**src/rtl/countdown_timer.sv**
```systemverilog
// Loadable 8-bit down counter with run/done control and terminal-count pulse.
// Two active-low 7-segment digits show the current count in hex.
module countdown_timer #(
  parameter bit AUTO_RELOAD = 1'b0
) (
  input  logic       clk,
  input  logic       reset,
  input  logic       load,
  input  logic [7:0] din,
  input  logic       start,
  input  logic       en,
  output logic [7:0] Q,
  output logic       tc,
  output logic       busy,
  output logic [6:0] HEX0,
  output logic [6:0] HEX1
);

  typedef enum logic [1:0] {
    IDLE = 2'd0,
    RUN  = 2'd1,
    DONE = 2'd2
  } state_t;

  state_t     state;
  state_t     state_nx;
  logic [7:0] reload;
  logic [7:0] q_nx;
  logic [7:0] reload_nx;
  logic       tc_nx;
  logic       last;

  // One count left: the next enabled cycle is the terminal event.
  assign last = (Q <= 8'd1);

  // Active-low hex digit pattern, bit0 = segment a ... bit6 = g.
  function automatic logic [6:0] seg7(input logic [3:0] d);
    logic [6:0] s;
    unique case (d)
      4'h0: s = 7'b1000000;
      4'h1: s = 7'b1111001;
      4'h2: s = 7'b0100100;
      4'h3: s = 7'b0110000;
      4'h4: s = 7'b0011001;
      4'h5: s = 7'b0010010;
      4'h6: s = 7'b0000010;
      4'h7: s = 7'b1111000;
      4'h8: s = 7'b0000000;
      4'h9: s = 7'b0010000;
      4'hA: s = 7'b0001000;
      4'hB: s = 7'b0000011;
      4'hC: s = 7'b1000110;
      4'hD: s = 7'b0100001;
      4'hE: s = 7'b0000110;
      4'hF: s = 7'b0001110;
      default: s = 7'b1111111;
    endcase
    return s;
  endfunction

  // State register; busy is registered from the next-state decode.
  always_ff @(posedge clk or posedge reset) begin
    if (reset) begin
      state <= IDLE;
      busy  <= 1'b0;
    end else begin
      state <= state_nx;
      busy  <= (state_nx == RUN);
    end
  end

  // Next-state logic; load wins over everything and parks in IDLE.
  always_comb begin
    state_nx = state;
    if (load) begin
      state_nx = IDLE;
    end else begin
      unique case (state)
        IDLE: if (start && (Q != 8'd0)) state_nx = RUN;
        RUN:  if (en && last && !AUTO_RELOAD) state_nx = DONE;
        DONE: state_nx = DONE;
        default: state_nx = IDLE;
      endcase
    end
  end

  // Output/datapath next values: count, reload value and tc pulse.
  always_comb begin
    q_nx      = Q;
    reload_nx = reload;
    tc_nx     = 1'b0;
    if (load) begin
      q_nx      = din;
      reload_nx = din;
    end else if ((state == RUN) && en) begin
      if (!last) begin
        q_nx = Q - 8'd1;
      end else begin
        tc_nx = 1'b1;
        q_nx  = AUTO_RELOAD ? reload : 8'd0;
      end
    end
  end

  // Datapath registers; reset clears the count and the reload value.
  always_ff @(posedge clk or posedge reset) begin
    if (reset) begin
      Q      <= 8'd0;
      reload <= 8'd0;
      tc     <= 1'b0;
    end else begin
      Q      <= q_nx;
      reload <= reload_nx;
      tc     <= tc_nx;
    end
  end

  assign HEX0 = seg7(Q[3:0]);
  assign HEX1 = seg7(Q[7:4]);

endmodule

```
**config.mk**
```make
export PLATFORM = sky130hd
export DESIGN_NAME = countdown_timer
export DESIGN_NICKNAME = d
export VERILOG_FILES = /design/src/rtl/countdown_timer.sv
export SDC_FILE = /design/constraint.sdc
export NUM_CORES = 1
export LEC_CHECK = 0
export CAP_MARGIN = 30
export CORE_ASPECT_RATIO = 0.7
export CORE_UTILIZATION = 50
export DETAILED_ROUTE_END_ITERATION = 8
export HOLD_SLACK_MARGIN = 0.12
export MAX_ROUTING_LAYER = met4
export PLACE_DENSITY = 0.85
export SYNTH_ARGS = -nofsm -noshare
export SYNTH_HDL_FRONTEND = slang
export SYNTH_SLANG_ARGS = --single-unit
export TNS_END_PERCENT = 30
```
**constraint.sdc**
```tcl
create_clock -name clk -period 4.45 [get_ports clk]
set_input_delay 1.1125 -clock clk [delete_from_list [all_inputs] [get_ports clk]]
set_output_delay 1.1125 -clock clk [all_outputs]
set_load 0.02 [all_outputs]
```
==> flow_summary.json, run 1 <==
{
  "ys_warn_count": 0,
  "yosysSeqAreaShare_pct": 25.67,
  "final_hold_viol_count": 0,
  "num-nets-final": 203,
  "critPathRequiredTime_ns": 3.34,
  "crit_slowest_cell": "clkdlybuf4s50_1",
  "r2r-end": "Q[5]$_DFFE_PP0P_",
  "clock-sinks": 12,
  "path_max_fanout": 10,
  "clock_skew_ns": 0.0005021,
  "finalWirelength_mm": 2.944,
  "grt.total_usage_pct": 26.83,
  "vias": 1205,
  "syn_avg_cell_area_um2": 7.905,
  "netlist_area_um2": 1170,
  "rows": 14,
  "period_needed_ns": 3.463,
  "initial_utilization_pct": 53.86,
  "die-area_um2": 2540,
  "clkPwrFrac_pct": 19.6,
  "numCtsBuffers": 3,
  "worstMarginPinSlew_ns": 0.7089,
  "layout-drive-gt1-share_pct": 4.520,
  "io_pins": 37,
  "comb_power_share_pct": 47.1,
  "p_leak_uw": 0.0006562,
  "clk_path_buf_depth": 2,
  "grt_pass1_vias": 1098,
  "drt_iter0_markers": 77,
  "holdWs_ns": 0.5228,
  "power_uw": 452.4,
  "rsz0062_at_grt": "false",
  "endpoint_kind": "primary output",
  "worstHoldPathType": "register to register",
  "p_sw_share_pct": 39.31,
  "drt_first_pass_iters": 4,
  "postCtsSetupRepairBufs": 0,
  "drcViolationCount": 0,
  "fmax_mhz": 288.8,
  "core-area_um2": 2172,
  "hpwl_mm": 2.210,
  "synth_nets": 173,
  "seqPwrFrac_pct": 33.3,
  "slowest_delay_ns": 0.56,
  "viasPerCell": 5.766,
  "crit_path_end": "HEX0[3]",
  "critPathLaunchType": "register",
  "cts_resized": 0,
  "slew_viol_final": 0,
  "p_int_uw": 274.6,
  "path_cells": "inv_1 > ha_1 > inv_1 > mux4_2 > clkdlybuf4s50_1",
  "setup_tns_ns": 0,
  "drtAntennaViolNets": 0,
  "post-route-period-util_pct": 77.81,
  "gp_congestion": 0.8275,
  "clk_pin_slew_worst_paths_ns": 0.08,
  "post-route-worst-setup-slack_ns": 0.9873,
  "ys_ff_latch": 12,
  "switching_power_uw": 177.8,
  "synth_cells": 148,
  "avgRoutedWirePerCell_um": 14.09,
  "status": "finished clean",
  "cts_tree": "yes",
  "path_class": "register to primary output",
  "num_antenna_cells": 0,
  "cts_max_level": 1,
  "power_density_nw_per_um2": 289.2,
  "antenna_found_initial": 0,
  "clockRootBuffer": "clkbuf_4",
  "setup_violations": 0,
  "r2r_slack_ns": 2.06,
  "ff2ff_path_depth": 7,
  "grt_pass1_wl_mm": 4.981,
  "area_growth_pct": 33.69,
  "holdBufCountCts": 0,
  "worstPathArrival_ns": 2.35,
  "die_width_um": 59.82,
  "final_util_pct": 72.00,
  "max-slew-margin-rel_pct": 52.74,
  "maxCapViolCount": 0,
  "worst_path_most_repeated_cell": "inv_1",
  "grt_max_degree": 22,
  "worst_ir_drop_vdd_mv": 0.1721,
  "rr_startpoint": "Q[4]$_DFFE_PP0P_",
  "overflow": 0,
  "clk_latency_ns": 0.28,
  "crit_start": "Q[0]$_DFFE_PP0P_",
  "ys_types": 32,
  "numPortBuffers": 36,
  "chipHeight_um": 42.47,
  "pre_cts_ws_ns": 1.311
}
[power by group through the flow]
stage                     sequential, uW  combinational (uW)  clock (uW)
after floorplan                      144                 130           0
after global placement               149                 205           0
after detailed placement             152                 213           0
after CTS                            150                 214        90.7
after global routing                 155                 229        97.3
final                                150                 213        88.8
[Yosys cell counts]
master	n	area, um2
nand2_1	15	56.30
o21ai_0	14	70.07
a21oi_1	13	65.06
dfrtp_1	12	300.3
ha_1	12	150.1
inv_1	11	41.29
clkbuf_1	10	37.54
mux2i_1	9	90.09
nor2_1	8	30.03
nor2b_1	5	31.28
nor3_1	4	20.02
nor4_1	4	25.02
a211oi_1	3	22.52
nand3_1	3	15.01
o21a_1	3	22.52
a31oi_1	2	12.51
nand2b_1	2	12.51
nand3b_1	2	15.01
nor4bb_1	2	20.02
or3_4	2	22.52
a311oi_1	1	8.760
a32o_1	1	10.01
buf_2	1	5.000
mux2_2	1	11.26
mux4_2	1	22.52
nand4_1	1	6.260
nor3b_1	1	7.510
o21bai_1	1	7.510
o221ai_1	1	8.760
o31a_1	1	8.760
or3_1	1	6.260
or4_1	1	7.510
[critical path, delay by kind of cell (launching register included)]
| kind | cells | cell delay, ns |
|---|---|---|
| adders and majority gates | 1 | 0.31 |
| buffers and inverters | 3 | 0.76 |
| DFF | 1 | 0.52 |
| muxes | 1 | 0.47 |
[state kept, by name, summed over array words and instances (netlist names)]
name   flops
Q          8
state      2
busy       1
tc         1
[through the flow]
stage	std cells	area, um2
after floorplan	148	1170
after global placement	205	1528
after detailed placement	205	1528
after CTS	209	1564
after global routing	209	1564
final	209	1564
[metal layers]
layer,part of all wire [%],wire length (um),global-route usage (%),vias to the layer above
li1,-,-,-,586
met1,45,1315,35.40,568
met2,48,1426,40.22,42
met3,4.7,139,4.012,9
met4,2.1,63,12.56,0
met5,0,0,-,-
[cell usage in the layout, fill, tap and decap left out, drive strengths merged]
cell,synthesis,final
nor3,4,4
nand3b,2,2
clkbuf,10,4
a211oi,3,3
nor4bb,2,2
inv,11,11
nor3b,1,1
a31oi,2,2
a32o,1,1
ha,12,12
or3,3,3
dfrtp,12,12
nor4,4,4
or4,1,1
o31a,1,1
nand4,1,1
nor2b,5,5
mux2i,9,9
clkdlybuf4s50,0,36
mux2,1,1
nor2,8,8
nand3,3,3
a311oi,1,1
mux4,1,1
o21ai,14,14
o221ai,1,1
nand2,15,15
o21a,3,3
nand2b,2,2
a21oi,13,13
o21bai,1,1
[worst min path at each step]
stage	start	to	slack, ns	cells after the start
2_1_floorplan	state[1]$_DFF_PP0_	busy$_DFF_PP0_	0.47	1
3_3_place_gp	state[1]$_DFF_PP0_	state[0]$_DFF_PP0_	0.49	1
3_5_place_dp	state[1]$_DFF_PP0_	state[0]$_DFF_PP0_	0.51	1
4_1_cts	state[1]$_DFF_PP0_	state[0]$_DFF_PP0_	0.52	1
5_1_grt	state[1]$_DFF_PP0_	busy$_DFF_PP0_	0.56	1
6_report	state[1]$_DFF_PP0_	busy$_DFF_PP0_	0.52	1
[cell families (layout without fill, tap and decap cells)]
logic type,after synthesis,after routing,synth area share [%]
mux,11,11,10.59
flops,12,12,25.67
simple gates,51,51,23.53
compound gates,40,40,20.21
fa+ha+maj,12,12,12.83
buf+inv,22,51,7.166
[area by class of cell]
type	instances	area, um2
multi-input combinational	114	785.8
fill	187	608.1
timing repair buffer	36	360.3
sequential	12	300.3
inverter	11	41.29
tap	32	40.04
clock buffer	4	36.28
No activity file was read; power rests on OpenSTA's default activity.
==> run 2, diff against run 1 <==
CORE_UTILIZATION = 46   (was 50)
PLACE_DENSITY = 0.79   (was 0.85)
clock period = 3.5 ns   (was 4.45 ns; I/O delays follow)
==> flow_summary.json, run 2 (synthesis results as in run 1) <==
{
  "hpwl_mm": 2.233,
  "hold_path_depth": 1,
  "fmax_mhz": 297.3,
  "grt_max_degree": 22,
  "drcViolationCount": 0,
  "maxCapViolCount": 0,
  "fillers": 203,
  "min_from": "state[1]$_DFF_PP0_",
  "reg_top3": "Q (8), state (2)",
  "regMostFlops": "Q",
  "clk_pin_slew_worst_paths_ns": 0.08,
  "period_needed_ns": 3.363,
  "cts_resized": 0,
  "num-nets-final": 204,
  "placed_area_um2": 1535,
  "num_antenna_cells": 0,
  "cts_tree": "yes",
  "path_max_fanout": 11,
  "area_growth_pct": 34.33,
  "chipHeight_um": 44.20,
  "final_hold_viol_count": 0,
  "largest_reg_flops": 8,
  "grt_pass1_wl_mm": 4.947,
  "clk_latency_ns": 0.28,
  "worst_ir_drop_vdd_mv": 0.2819,
  "finalWirelength_mm": 3.000,
  "drt_iter0_markers": 78,
  "clock_skew_ns": 0.007264,
  "core-area_um2": 2277,
  "critPathLaunchType": "register",
  "initial_utilization_pct": 51.37,
  "post-route-period-util_pct": 96.10,
  "die_width_um": 62.28,
  "setup_tns_ns": 0,
  "critPathRequiredTime_ns": 2.62,
  "layout-drive-gt1-share_pct": 5.056,
  "cts_max_level": 1,
  "grt_pass1_vias": 1060,
  "worstMarginPinSlew_ns": 0.6423,
  "postCtsSetupRepairBufs": 0,
  "worstPathArrival_ns": 2.49,
  "rr_startpoint": "Q[4]$_DFFE_PP0P_",
  "grt.total_usage_pct": 23.83,
  "final_cell_area_um2": 1572,
  "holdBufCountCts": 0,
  "power_density_nw_per_um2": 365.2,
  "clock-sinks": 12,
  "ff2ff_path_depth": 7,
  "rsz0062_at_grt": "false",
  "clk_path_buf_depth": 2,
  "p_leak_uw": 0.0006609,
  "drt_first_pass_iters": 4,
  "dp.cells": 206,
  "gp_congestion": 0.7904,
  "drtAntennaViolNets": 0,
  "path_class": "register to primary output",
  "numPortBuffers": 36,
  "antenna_found_initial": 0,
  "clockRootBuffer": "clkbuf_4",
  "final_common_cell": "clkdlybuf4s50_1",
  "worstHoldPathType": "register to register",
  "vias": 1188,
  "numCtsBuffers": 3,
  "crit_path_end": "HEX1[0]",
  "r2r-end": "Q[5]$_DFFE_PP0P_",
  "holdWs_ns": 0.5177,
  "fin_cells": 210,
  "crit_start": "Q[5]$_DFFE_PP0P_",
  "pre_cts_ws_ns": 0.5730,
  "setup_violations": 0,
  "endpoint_kind": "primary output",
  "slew_viol_final": 0,
  "avgRoutedWirePerCell_um": 14.29,
  "max-slew-margin-rel_pct": 57.05,
  "rows": 14,
  "most-common-layout-cells": "36 x clkdlybuf4s50_1, 15 x nand2_1, 14 x o21ai_0",
  "die-area_um2": 2752,
  "r2r_slack_ns": 1.05,
  "overflow": 0,
  "io_pins": 37,
  "viasPerCell": 5.657,
  "post-route-worst-setup-slack_ns": 0.1366,
  "status": "finished clean"
}
run 2: changes by cell type in the layout (fill, tap and decap cells not counted), sizes merged:
cell,before,now
buf,0,1
run 2: stage by stage:
stage / total power, uW / util, %
CTS: 575.7 / 69.01
global placement: 454.0 / 67.42
floorplan: 348.2 / -
global route: 606.8 / 69.01
finish: 574.0 / 69.01
detailed placement: 463.5 / 67.42
run 2: area by class of cell:
class                      instances  area [um2]  area share, %
multi-input combinational        114       785.8          50.00
tap                               32       40.04          2.548
clock buffer                       4       36.28          2.309
sequential                        12       300.3          19.11
timing repair buffer              37       367.9          23.41
inverter                          11       41.29          2.627
run 2: worst min path at each step:
| stage | endpoint |
|---|---|
| floorplan | busy$_DFF_PP0_ |
| global placement | state[0]$_DFF_PP0_ |
| detailed placement | state[0]$_DFF_PP0_ |
| CTS | state[0]$_DFF_PP0_ |
| global route | state[0]$_DFF_PP0_ |
| finish | state[0]$_DFF_PP0_ |
run 2: worst max-delay path, stage by stage (launching register included):
cell and delay (ns):
dfrtp_1 0.51, inv_1 0.15, ha_1 0.26, nor2b_1 0.34, a211oi_1 0.10, a21oi_1 0.19, clkdlybuf4s50_1 0.66
run 2: power breakdown:
part / internal [uW] / switching (uW) / total (uW)
registers: 150 / 39.7 / 189
clock network: 63.3 / 46.8 / 110
logic: 137 / 138 / 274
run 2: per-layer routing:
| layer | wire, um | GRT usage (%) |
|---|---|---|
| met4 | 17 | 5.581 |
| met1 | 1534 | 32.11 |
| met3 | 97 | 3.351 |
| met2 | 1351 | 38.46 |
| met5 | 0 | - |
